`src/rtl/hazard_scoreboard_if.sv`:
```
// ID-stage hazard controller bus: pipeline/memory status in, stall/flush/perf controls out.
// master = core side driving the status, slave = the hazard unit.
interface hazard_scoreboard_if #(
  parameter int MAX_PENDING = 4,
  parameter int CNT_W       = 32
);
  localparam int PC_W = $clog2(MAX_PENDING + 1);

  logic             id_valid;
  logic [4:0]       rs1_id;
  logic [4:0]       rs2_id;
  logic [4:0]       rd_id;
  logic             id_regwrite;
  logic             id_longlat;
  logic             wb_valid;
  logic [4:0]       wb_rd;
  logic             branch_taken;
  logic             imem_ready;
  logic             dmem_valid;
  logic             dmem_ready;
  logic             stall;
  logic             flush_if_id;
  logic             flush_id_ex;
  logic             mem_timeout;
  logic [PC_W-1:0]  pending_cnt;
  logic [CNT_W-1:0] stall_cycles;
  logic [1:0]       fsm_state;

  // Handshake: an ID instruction is accepted in a cycle where id_valid=1 and
  // stall=0 and branch_taken=0; otherwise the core must hold it unchanged.
  modport master (
    output id_valid, rs1_id, rs2_id, rd_id, id_regwrite, id_longlat,
    output wb_valid, wb_rd, branch_taken, imem_ready, dmem_valid, dmem_ready,
    input  stall, flush_if_id, flush_id_ex, mem_timeout, pending_cnt, stall_cycles, fsm_state
  );
  modport slave (
    input  id_valid, rs1_id, rs2_id, rd_id, id_regwrite, id_longlat,
    input  wb_valid, wb_rd, branch_taken, imem_ready, dmem_valid, dmem_ready,
    output stall, flush_if_id, flush_id_ex, mem_timeout, pending_cnt, stall_cycles, fsm_state
  );
endinterface

```
`src/rtl/hazard_scoreboard_unit.sv`:
```
// ID-stage hazard controller: per-register scoreboard for long-latency ops, memory-wait
// freeze with watchdog, branch flushes and stall/pending performance counters.
module hazard_scoreboard_unit #(
  parameter int NUM_REGS    = 32,
  parameter int MAX_PENDING = 4,
  parameter int TIMEOUT     = 256,
  parameter int CNT_W       = 32,
  parameter int WB_BYPASS   = 1
) (
  input logic               clk,
  input logic               rst,
  hazard_scoreboard_if.slave bus
);
  localparam int PC_W   = $clog2(MAX_PENDING + 1);
  localparam int WAIT_W = (TIMEOUT > 1) ? $clog2(TIMEOUT + 1) : 1;
  localparam int TO_LIM = (TIMEOUT > 0) ? TIMEOUT - 1 : 0;

  typedef enum logic [1:0] {
    ST_RUN      = 2'd0,
    ST_MEM_WAIT = 2'd1,
    ST_FAULT    = 2'd2
  } state_t;

  state_t              state_q, state_d;
  logic [WAIT_W-1:0]   wait_q, wait_d;
  logic [NUM_REGS-1:0] sb_q, sb_next, sb_eff, wb_onehot;
  logic [PC_W-1:0]     pending_q, pending_d;
  logic [CNT_W-1:0]    sc_q;

  logic mem_stall, raw, waw, full, sb_hz, stall_int, issue;

  always_comb begin
    mem_stall = !bus.imem_ready | (bus.dmem_valid & !bus.dmem_ready);
    wb_onehot = bus.wb_valid ? (NUM_REGS'(1) << bus.wb_rd) : '0;
    sb_eff    = (WB_BYPASS != 0) ? (sb_q & ~wb_onehot) : sb_q;

    raw   = bus.id_valid & (((bus.rs1_id != 5'd0) & sb_eff[bus.rs1_id]) |
                            ((bus.rs2_id != 5'd0) & sb_eff[bus.rs2_id]));
    waw   = bus.id_valid & bus.id_regwrite & (bus.rd_id != 5'd0) & sb_eff[bus.rd_id];
    // Capacity uses the registered count: a writeback this cycle frees a slot only next cycle.
    full  = bus.id_valid & bus.id_longlat & bus.id_regwrite & (bus.rd_id != 5'd0) &
            (pending_q == PC_W'(MAX_PENDING));
    sb_hz = raw | waw | full;

    stall_int = mem_stall | sb_hz | (state_q == ST_FAULT);
    issue     = bus.id_valid & !stall_int & !bus.branch_taken;

    bus.stall       = !rst & stall_int;
    bus.flush_if_id = !rst & bus.branch_taken & !mem_stall;
    bus.flush_id_ex = !rst & (bus.branch_taken | sb_hz) & !mem_stall;
    bus.mem_timeout = (state_q == ST_FAULT);
    bus.pending_cnt = pending_q;
    bus.stall_cycles = sc_q;
    bus.fsm_state   = state_q;
  end

  // Clear first, then set, so an issue to a register retiring in the same cycle keeps it pending.
  always_comb begin
    sb_next = sb_q;
    if (bus.wb_valid && bus.wb_rd != 5'd0)
      sb_next[bus.wb_rd] = 1'b0;
    if (issue && bus.id_longlat && bus.id_regwrite && bus.rd_id != 5'd0)
      sb_next[bus.rd_id] = 1'b1;
    sb_next[0] = 1'b0;

    pending_d = '0;
    for (int i = 0; i < NUM_REGS; i++)
      pending_d = pending_d + PC_W'(sb_next[i]);
  end

  always_comb begin
    state_d = state_q;
    wait_d  = wait_q;
    case (state_q)
      ST_RUN: begin
        if (mem_stall) begin
          state_d = ST_MEM_WAIT;
          wait_d  = WAIT_W'(1);
        end
      end
      ST_MEM_WAIT: begin
        if (!mem_stall) begin
          state_d = ST_RUN;
          wait_d  = '0;
        end else if (TIMEOUT != 0 && wait_q >= WAIT_W'(TO_LIM)) begin
          state_d = ST_FAULT;
        end else begin
          wait_d = wait_q + WAIT_W'(1);
        end
      end
      ST_FAULT: state_d = ST_FAULT;
      default: begin
        state_d = ST_RUN;
        wait_d  = '0;
      end
    endcase
  end

  always_ff @(posedge clk or posedge rst) begin
    if (rst) begin
      state_q   <= ST_RUN;
      wait_q    <= '0;
      sb_q      <= '0;
      pending_q <= '0;
      sc_q      <= '0;
    end else begin
      state_q   <= state_d;
      wait_q    <= wait_d;
      sb_q      <= sb_next;
      pending_q <= pending_d;
      if (stall_int && sc_q != '1)
        sc_q <= sc_q + CNT_W'(1);
    end
  end
endmodule

```
`src/flat_wrapper.sv`:
```
// flat-port wrapper written by rule: the top's interface ports become plain ports
module hazard_scoreboard_unit_flat 
#(
  parameter int NUM_REGS    = 32,
  parameter int MAX_PENDING = 4,
  parameter int TIMEOUT     = 256,
  parameter int CNT_W       = 32,
  parameter int WB_BYPASS   = 1
)
  (clk, rst, bus_id_valid, bus_rs1_id, bus_rs2_id, bus_rd_id, bus_id_regwrite, bus_id_longlat, bus_wb_valid, bus_wb_rd, bus_branch_taken, bus_imem_ready, bus_dmem_valid, bus_dmem_ready, bus_stall, bus_flush_if_id, bus_flush_id_ex, bus_mem_timeout, bus_pending_cnt, bus_stall_cycles, bus_fsm_state);
  hazard_scoreboard_if #(.MAX_PENDING(MAX_PENDING), .CNT_W(CNT_W)) bus_i ();
  input logic clk;
  input logic rst;
  input wire logic [$bits(bus_i.id_valid)-1:0] bus_id_valid;
  input wire logic [$bits(bus_i.rs1_id)-1:0] bus_rs1_id;
  input wire logic [$bits(bus_i.rs2_id)-1:0] bus_rs2_id;
  input wire logic [$bits(bus_i.rd_id)-1:0] bus_rd_id;
  input wire logic [$bits(bus_i.id_regwrite)-1:0] bus_id_regwrite;
  input wire logic [$bits(bus_i.id_longlat)-1:0] bus_id_longlat;
  input wire logic [$bits(bus_i.wb_valid)-1:0] bus_wb_valid;
  input wire logic [$bits(bus_i.wb_rd)-1:0] bus_wb_rd;
  input wire logic [$bits(bus_i.branch_taken)-1:0] bus_branch_taken;
  input wire logic [$bits(bus_i.imem_ready)-1:0] bus_imem_ready;
  input wire logic [$bits(bus_i.dmem_valid)-1:0] bus_dmem_valid;
  input wire logic [$bits(bus_i.dmem_ready)-1:0] bus_dmem_ready;
  output wire logic [$bits(bus_i.stall)-1:0] bus_stall;
  output wire logic [$bits(bus_i.flush_if_id)-1:0] bus_flush_if_id;
  output wire logic [$bits(bus_i.flush_id_ex)-1:0] bus_flush_id_ex;
  output wire logic [$bits(bus_i.mem_timeout)-1:0] bus_mem_timeout;
  output wire logic [$bits(bus_i.pending_cnt)-1:0] bus_pending_cnt;
  output wire logic [$bits(bus_i.stall_cycles)-1:0] bus_stall_cycles;
  output wire logic [$bits(bus_i.fsm_state)-1:0] bus_fsm_state;
  assign bus_i.id_valid = bus_id_valid;
  assign bus_i.rs1_id = bus_rs1_id;
  assign bus_i.rs2_id = bus_rs2_id;
  assign bus_i.rd_id = bus_rd_id;
  assign bus_i.id_regwrite = bus_id_regwrite;
  assign bus_i.id_longlat = bus_id_longlat;
  assign bus_i.wb_valid = bus_wb_valid;
  assign bus_i.wb_rd = bus_wb_rd;
  assign bus_i.branch_taken = bus_branch_taken;
  assign bus_i.imem_ready = bus_imem_ready;
  assign bus_i.dmem_valid = bus_dmem_valid;
  assign bus_i.dmem_ready = bus_dmem_ready;
  assign bus_stall = bus_i.stall;
  assign bus_flush_if_id = bus_i.flush_if_id;
  assign bus_flush_id_ex = bus_i.flush_id_ex;
  assign bus_mem_timeout = bus_i.mem_timeout;
  assign bus_pending_cnt = bus_i.pending_cnt;
  assign bus_stall_cycles = bus_i.stall_cycles;
  assign bus_fsm_state = bus_i.fsm_state;
  hazard_scoreboard_unit #(.NUM_REGS(NUM_REGS), .MAX_PENDING(MAX_PENDING), .TIMEOUT(TIMEOUT), .CNT_W(CNT_W), .WB_BYPASS(WB_BYPASS)) u_core (.clk(clk), .rst(rst), .bus(bus_i));
endmodule
```
`config.mk`:
```
export PLATFORM = sky130hd
export DESIGN_NAME = hazard_scoreboard_unit_flat
export DESIGN_NICKNAME = d
export VERILOG_FILES = /design/src/rtl/hazard_scoreboard_if.sv /design/src/rtl/hazard_scoreboard_unit.sv /design/src/flat_wrapper.sv
export SDC_FILE = /design/constraint.sdc
export NUM_CORES = 1
export LEC_CHECK = 0
export BUFFER_PORTS_ARGS = -buffer_cell sky130_fd_sc_hd__buf_2
export CORE_ASPECT_RATIO = 0.75
export CORE_UTILIZATION = 48
export DETAILED_ROUTE_END_ITERATION = 8
export GPL_TIMING_DRIVEN = 1
export PLACE_DENSITY = 0.65
export SYNTH_ARGS = -nofsm -noshare
export SYNTH_HDL_FRONTEND = slang
export SYNTH_SLANG_ARGS = --single-unit
```
`constraint.sdc`:
```
create_clock -name clk -period 20.2 [get_ports clk]
set_input_delay 2.02 -clock clk [delete_from_list [all_inputs] [get_ports clk]]
set_output_delay 2.02 -clock clk [all_outputs]
set_load 0.005 [all_outputs]
```
-- Yosys cells after proc, flatten, opt, wreduce, memory -nomap -nowiden
Cells that the tools add are included.
Widths: inputs -> output; s select.
- register bits: 77
- latch bits: 0
- bits in writable memories: 0
- bits in read-only memories: 0
- input bits: 30
- output and inout port bits: 41
- logic and storage cells: 124
- memories: 0
- add/sub/neg operators: 32
- multipliers: 0
- divide/modulo/power cells: 0
- magnitude comparators: 7
- eq/ne operators: 7
- shift operators: 1
- multiplexer cells: 21
- bitwise logic cells: 31
- reductions and logical operators: 20
- operator list (kind ; number):
    $mux 32 ; 3
    $add 3x1->3 ; 29
    $and 32x32->32 ; 2
    $not 32->32 ; 2
    $add 32x1->32 const B ; 1
    $ne 32x32->1 const B ; 1
    $or 32x32->32 ; 1
    $shl 1x5->32 const A ; 1
    $mux 9 ; 3
    $pmux 9 s3 ; 1
    $lt 5x6->1 const B ; 4
    $reduce_bool 5->1 ; 4
    $and 1x1->1 ; 18
    $bmux 1 s5 ; 3
    $demux 1 s5 ; 2
    $ge 5x1->1 const B ; 2
    $add 9x1->9 const B ; 1
    $ge 9x8->1 const B ; 1
    $logic_and 1x1->1 ; 7
    $or 1x1->1 ; 7
    $logic_not 1->1 ; 6
    $mux 2 ; 3
    $ne 3x3->1 const B ; 2
    $pmux 2 s3 ; 1
    10 further kinds ; 14

-- Depth between registers and ports, before layout
Gate-level depths: netlist of the first run.
- depth in word-level cells: 50
- gate-level depth with buffers: 28
- mapped depth without buffers: 25

-- Least setup slack after synthesis of the first run
Ideal clock, no wire load.
- path type: input to register
- from: in bus_wb_rd[0]
- to: reg u_core.pending_q[2] (netlist: u_core.bus.pending_cnt[2])
- setup time: 0.125 ns
- arrival time: 8.708 ns
- data required time: 20.075 ns
- setup slack: 11.367 ns
- cell stages on the path: 26
- buffers on the path: 2
- cell sequence: buf_2 or4b_4 o21ai_2 mux2i_1 a22o_1 o2111a_1 o31ai_4 nand4b_1 buf_2 o31ai_1 ha_1 inv_1 fa_1 fa_1 fa_1 fa_1 fa_1 inv_1 fa_1 ha_1 inv_1 fa_1 xnor2_1 xnor2_1 xnor2_1 xnor2_1
- cells in the longest elaborated chain, start to end: 50
- elaborated cells between the ends (all ways): 67
- RTL lines (item ; line ; source):
    start, declared ; flat_wrapper.sv:21 ; input wire logic [$bits(bus_i.wb_rd)-1:0] bus_wb_rd;
    $shl 1x5->32 ; hazard_scoreboard_unit.sv:34 ; wb_onehot = bus.wb_valid ? (NUM_REGS'(1) << bus.wb_rd) : '0;
    $mux 32 ; hazard_scoreboard_unit.sv:34 ;
    $not 32->32 ; hazard_scoreboard_unit.sv:35 ; sb_eff = (WB_BYPASS != 0) ? (sb_q & ~wb_onehot) : sb_q;
    $and 32x32->32 ; hazard_scoreboard_unit.sv:35 ;
    $bmux 1 s5, on equally long branches ; hazard_scoreboard_unit.sv:37, hazard_scoreboard_unit.sv:38 ;
    $mux 1, on equally long branches ; hazard_scoreboard_unit.sv:37, hazard_scoreboard_unit.sv:38 ;
    $and 1x1->1, on equally long branches ; hazard_scoreboard_unit.sv:37, hazard_scoreboard_unit.sv:38 ;
    $or 1x1->1 ; hazard_scoreboard_unit.sv:37 ; raw = bus.id_valid & (((bus.rs1_id != 5'd0) & sb_eff[bus.rs1_id]) |
    (+5 left out) ; - ;
    $logic_not 1->1 ; hazard_scoreboard_unit.sv:46 ; issue = bus.id_valid & !stall_int & !bus.branch_taken;
    $and 1x1->1 (2 in series) ; hazard_scoreboard_unit.sv:46 ;
    $logic_and 1x1->1 (3 in series) ; hazard_scoreboard_unit.sv:62 ; if (issue && bus.id_longlat && bus.id_regwrite && bus.rd_id != 5'd0)
    $mux 32 * ; hazard_scoreboard_unit.sv:62 ;
    net u_core.sb_next[1] ; hazard_scoreboard_unit.sv:26 ; logic [NUM_REGS-1:0] sb_q, sb_next, sb_eff, wb_onehot;
    $add 1x1->2 * ; hazard_scoreboard_unit.sv:68 ; pending_d = pending_d + PC_W'(sb_next[i]);
    $add 3x1->3 * (29 in series) ; hazard_scoreboard_unit.sv:68 ;
    net u_core.pending_d[2] ; hazard_scoreboard_unit.sv:27 ; logic [PC_W-1:0] pending_q, pending_d;
    end signal, assigned ; hazard_scoreboard_unit.sv:110 ; pending_q <= pending_d;
    end, declared ; hazard_scoreboard_unit.sv:27 ;
Mark *: on every way through the listed nets, which the timed path passes. The rest lies on a longest branch. The select of a mux whose other input is x is not followed.
A chain may end at the register's enable or synchronous reset.

-- Worst setup path after layout of the first run
Ends and elaborated chain as after synthesis.

==> impl_metrics.json, run 1 <==
{
  "wl_per_cell_um": 22.0,
  "avgSynthCellArea_sq_um": 9.19,
  "ant_nets": 0,
  "clk_path_buf_depth": 2,
  "pre_cts_ws_ns": 10.26,
  "switchingPower_uw": 136,
  "p_int_uw": 308,
  "path_common_cell": "fa_1",
  "powerDensity_mw_per_mm2": 70.8,
  "worstReg2RegStart": "u_core.sb_q[30]",
  "start_util": 0.499,
  "setup_ws_ns": 10.47,
  "p_leak_uw": 0.00274,
  "ys_types": 61,
  "whs_ns": 0.486,
  "die_area_sq_mm": 0.0119,
  "maxSlewHeadroom": 0.300,
  "crit_path_start_kind": "input port",
  "layout.nets": 711,
  "fp-row-count": 33,
  "ys_top_cells_by_count": "dfrtp_1 (77), nand2_1 (38), o21ai_0 (38), nand3_1 (37), xnor2_1 (36)",
  "core-area_sq_mm": 0.0111,
  "period_share": 0.481,
  "post_cts_buffers": 0,
  "gp_congestion": 0.998,
  "track_usage": 0.306,
  "cp_slowest_cell": "o21ai_0",
  "pwr-share-clk": 0.411,
  "end_kind": "register",
  "setup_viol": 0,
  "path_class": "input port to register",
  "port_buffers": 70,
  "drive_gt1_frac": 0.158,
  "drc": 0,
  "hold_class": "register to register",
  "async_flop_share": 1.00,
  "clock_sinks": 77,
  "first_iter_violations": 658,
  "diodes": 0,
  "sequentialPowerShare": 0.403,
  "hold_violations": 0,
  "drt_pass1_iterations": 5,
  "worstHoldStart": "u_core.bus.stall_cycles[15]",
  "yosys-top-cells-area": "dfrtp_1 (35%), fa_1 (7.2%), xnor2_1 (5.7%)",
  "grt_max_degree": 50,
  "pwr-share-comb": 0.186,
  "grt_pass1_wl_um": 27300,
  "area_growth_pct": 13.4,
  "drv_slew": 0,
  "routed_wl_um": 17600,
  "dpl.hpwl_um": 13200,
  "clkTransAtPathRegs_ns": 0.06,
  "cts_hold_buf": 0,
  "root_buffer": "clkbuf_16",
  "synth_seq_cells": 77,
  "crit_required_ns": 20.47,
  "antenna_found_initial": 0,
  "ioPinCount": 71,
  "syn-num-nets": 659,
  "clock_latency_ns": 0.35,
  "synth.largest_area_cell": "dfrtp_1",
  "die_width_um": 126,
  "grt_pass1_vias": 4798,
  "fin_setup_tns_ns": 0,
  "clock_skew_ns": 0.00628,
  "cts_tree": "built",
  "min_period_ns": 9.73,
  "cp_max_fo": 49,
  "synthCells": 601,
  "synth-seq-area-share": 0.349,
  "synth_edf_count": 0,
  "cts_buffers": 9,
  "synth-main-ff-cell": "dfrtp_1",
  "grt_overflow_total": 0,
  "h-tree-depth": 3,
  "maxCapViolations": 0,
  "worstMarginPinSlew_ns": 1.05,
  "ctsResizeCount": 0,
  "via_count": 5247,
  "avgViaCountPerCell": 6.58,
  "synth_most_common_cell": "dfrtp_1",
  "worstSetupStartpoint": "bus_wb_rd[0]",
  "cp.arrival_ns": 10.00,
  "synth_area_sq_mm": 0.00553,
  "synth_top_area_frac": 0.349,
  "p_sw_frac": 0.306,
  "outcome": "finished clean",
  "vdd_drop_max_mv": 0.0578,
  "rsz0062_at_grt": "false",
  "max_freq_mhz": 103,
  "slowest_delay_ns": 0.89,
  "die_y_um": 94.9,
  "ys_warn_count": 0
}
power by group through the flow:
stage / registers, uW / logic (uW) / clock network, uW
after floorplan: 179 / 52.2 / 0
after global placement: 180 / 80.4 / 0
after detailed placement: 181 / 82.0 / 0
final: 179 / 82.7 / 182
after global routing: 180 / 92.1 / 190
after CTS: 178 / 82.5 / 184
cell type report:
class	instances	area, sq um
inverters	33	124
multi-input cells	459	3340
repair buffers	73	373
well taps	140	175
clock buffers	9	225
fillers	1036	4800
flip-flops and latches	77	1930
clock inverters	7	105
metrics by stage:
stage / cell area [sq um] / util / cells / total power, uW
final: 6270 / 0.566 / 798 / 444
after global routing: 6270 / 0.566 / 798 / 462
after CTS: 6270 / 0.566 / 798 / 445
after detailed placement: 5940 / 0.537 / 782 / 263
after global placement: 5940 / 0.537 / 782 / 261
after floorplan: 5530 / - / 601 / 231
critical path, delay by kind of cell:
kind,cells,cell delay (ns)
and+or+nand+nor,2,0.61
xor gates and xnor gates,4,0.63
buffers and inverters,5,0.64
AOI/OAI and AO/OA,6,2.36
adders and majority gates,9,3.74
registers in the layout, summed over array words and instances (netlist names):
| name | flops |
|---|---|
| u_core.bus.fsm_state | 2 |
| u_core.bus.pending_cnt | 3 |
| u_core.bus.stall_cycles | 32 |
| u_core.sb_q | 31 |
| u_core.wait_q | 9 |
worst paths after layout:
| check | end | slack, ns | cells after the start |
|---|---|---|---|
| setup / recovery | u_core.bus.pending_cnt[2] | 10.47 | 26 |
| hold / removal | u_core.bus.stall_cycles[15] | 0.49 | 1 |
| setup reg to reg | u_core.bus.pending_cnt[2] | 12.91 | 24 |
| hold reg to reg | u_core.bus.stall_cycles[15] | 0.49 | 1 |
| max in group asynchronous | u_core.sb_q[27] | 17.33 | 3 |
| min in group asynchronous | u_core.bus.stall_cycles[29] | 1.83 | 2 |
logic make-up after synthesis:
group                    after synthesis  synth area share
AO/OA/AOI/OAI                        175             0.222
XOR/XNOR                              40            0.0634
adder cells (fa/ha/maj)               28            0.0906
buffers and inverters                 65            0.0478
flip-flops                            77             0.349
multiplexers                          16            0.0301
AND/OR/NAND/NOR                      200             0.197
layer usage:
metal  track usage  routed length [um]
met5             0                   0
met3         0.109                2020
met4        0.0813                 349
met2         0.422                7230
met1         0.447                7980
cell usage in the layout, fill, tap and decap left out, drive strengths merged, types with 9 or more instances in the layout:
cell    instances
nand2b         14
fa             20
clkbuf          9
and3           24
nand3          37
o211ai         20
inv            36
xnor2          36
nand4          16
dfrtp          77
nand2          38
o31a           15
a21oi           9
o21ai          59
mux2i          11
nor2           24
buf            73
o31ai          26
nor3           13
Note: power is estimated with default switching activity, not from simulation.
==> run 2: changes to the inputs <==
--- a/config.mk
+++ b/config.mk
@@ -10,7 +10,7 @@
 export CORE_UTILIZATION = 48
 export DETAILED_ROUTE_END_ITERATION = 8
 export GPL_TIMING_DRIVEN = 1
-export PLACE_DENSITY = 0.65
+export PLACE_DENSITY = 0.68
 export SYNTH_ARGS = -nofsm -noshare
 export SYNTH_HDL_FRONTEND = slang
 export SYNTH_SLANG_ARGS = --single-unit
==> constraint.sdc (replaced) <==
create_clock -name clk -period 8.9 [get_ports clk]
set_input_delay 0.89 -clock clk [delete_from_list [all_inputs] [get_ports clk]]
set_output_delay 0.89 -clock clk [all_outputs]
set_load 0.005 [all_outputs]
==> impl_metrics.json, run 2 (same netlist as run 1, synthesis figures left out) <==
{
  "reg2reg_slack_ns": 1.53,
  "hold_class": "register to register",
  "whs_ns": 0.485,
  "antenna_found_initial": 0,
  "max_freq_mhz": 116,
  "placed_cells": 801,
  "area_growth_pct": 15.6,
  "fp-row-count": 33,
  "powerDensity_mw_per_mm2": 151,
  "drc": 0,
  "rsz0062_at_grt": "false",
  "rr_endpoint": "u_core.bus.pending_cnt[2]",
  "layout.nets": 730,
  "worstReg2RegStart": "u_core.sb_q[18]",
  "clk_path_buf_depth": 2,
  "maxSlewHeadroom": 0.308,
  "p_leak_uw": 0.00281,
  "die_area_sq_mm": 0.0119,
  "end_kind": "register",
  "start_util": 0.499,
  "path_common_cell": "fa_1",
  "grt_overflow_total": 0,
  "wl_per_cell_um": 21.4,
  "slowest_delay_ns": 0.89,
  "dpl.hpwl_um": 13200,
  "gp_congestion": 1.08,
  "period_share": 0.965,
  "cts_hold_buf": 0,
  "die_width_um": 126,
  "ant_nets": 0,
  "crit_path_start_kind": "input port",
  "final_cell_mix": "dfrtp_1 (77), buf_2 (70), nand2_1 (38)",
  "clkTransAtPathRegs_ns": 0.07,
  "die_y_um": 94.9,
  "port_buffers": 70,
  "clock_skew_ns": 0.00979,
  "setup_viol": 0,
  "grt_pass1_vias": 4917,
  "crit_required_ns": 9.16,
  "worstMarginPinSlew_ns": 1.04,
  "track_usage": 0.303,
  "drv_slew": 0,
  "whs_endpoint": "u_core.bus.stall_cycles[19]",
  "largest_reg_flops": 32,
  "avgViaCountPerCell": 6.53,
  "fin_setup_tns_ns": 0,
  "clock_sinks": 77,
  "diodes": 0,
  "min_period_ns": 8.59,
  "hold_violations": 0,
  "root_buffer": "clkbuf_16",
  "min_delay_path_depth": 1,
  "grt_pass1_wl_um": 27400,
  "maxCapViolations": 0,
  "routed_wl_um": 17500,
  "fillCellCount": 980,
  "ioPinCount": 71,
  "core-area_sq_mm": 0.0111,
  "outcome": "finished clean",
  "first_iter_violations": 671,
  "drive_gt1_frac": 0.182,
  "path_class": "input port to register",
  "layout_commonest_cell": "dfrtp_1",
  "cts_buffers": 9,
  "finish.utilization": 0.577,
  "cp.arrival_ns": 8.84,
  "reg2regPathDepth": 24,
  "clock_latency_ns": 0.34,
  "cp_slowest_cell": "o21ai_0",
  "via_count": 5338,
  "stdcell_count": 817,
  "cp_max_fo": 49,
  "drt_pass1_iterations": 5,
  "h-tree-depth": 3,
  "cts_tree": "built",
  "vdd_drop_max_mv": 0.0931,
  "worstHoldStart": "u_core.bus.stall_cycles[19]",
  "grt_max_degree": 67
}
[run 2: worst max-delay path, delay by kind of cell]
| family | cells | cell delay, ns |
|---|---|---|
| XOR/XNOR | 4 | 0.66 |
| buffers and inverters | 5 | 0.56 |
| AO/OA/AOI/OAI | 6 | 2.27 |
| adder cells (fa/ha/maj) | 9 | 3.74 |
| AND/OR/NAND/NOR | 2 | 0.72 |
[run 2: worst max-delay path by stage]
stage,start,end,slack (ns)
2_1_floorplan,bus_wb_rd[0],u_core.bus.pending_cnt[2],1.20
3_3_place_gp,bus_wb_rd[0],u_core.bus.pending_cnt[2],0.18
3_5_place_dp,bus_wb_rd[0],u_core.bus.pending_cnt[2],0.03
4_1_cts,bus_wb_rd[0],u_core.bus.pending_cnt[2],0.36
5_1_grt,bus_wb_rd[0],u_core.bus.pending_cnt[2],0.06
6_report,bus_wb_rd[0],u_core.bus.pending_cnt[2],0.31
[run 2: layout make-up]
type                    count  area, sq um  area share
clock buffers               9          225      0.0353
clock inverters             7         71.3      0.0112
inverters                  33          124      0.0194
multi-input cells         459         3340       0.523
flip-flops and latches     77         1930       0.302
well taps                 140          175      0.0274
repair buffers             92          528      0.0826
[run 2: stage by stage]
stage | setup slack [ns] | instance area (sq um) | total power [uW]
2_1_floorplan | 1.20 | 5530 | 524
4_1_cts | 0.359 | 6390 | 964
3_3_place_gp | 0.182 | 6090 | 595
6_report | 0.314 | 6390 | 962
5_1_grt | 0.0575 | 6390 | 1010
3_5_place_dp | 0.0263 | 6090 | 598
[run 2: timing repair]
| item | in CTS | in global routing |
|---|---|---|
| gates resized for setup | 0 | 1 |
| buffers inserted | 0 | 0 |
| setup endpoints to repair | 0 | 1 |
[run 2: power breakdown]
part           switching, uW  internal, uW  total [uW]
Combinational            116          75.2         191
Sequential              29.5           375         405
Clock                    168           198         366
Total                    314           649         962
[run 2: metal layers]
metal	vias up	GRT usage	wire, um
li1	2377	-	-
met4	0	0.0894	426
met1	2582	0.437	7720
met5	-	0	0
met2	334	0.414	7120
met3	45	0.116	2190
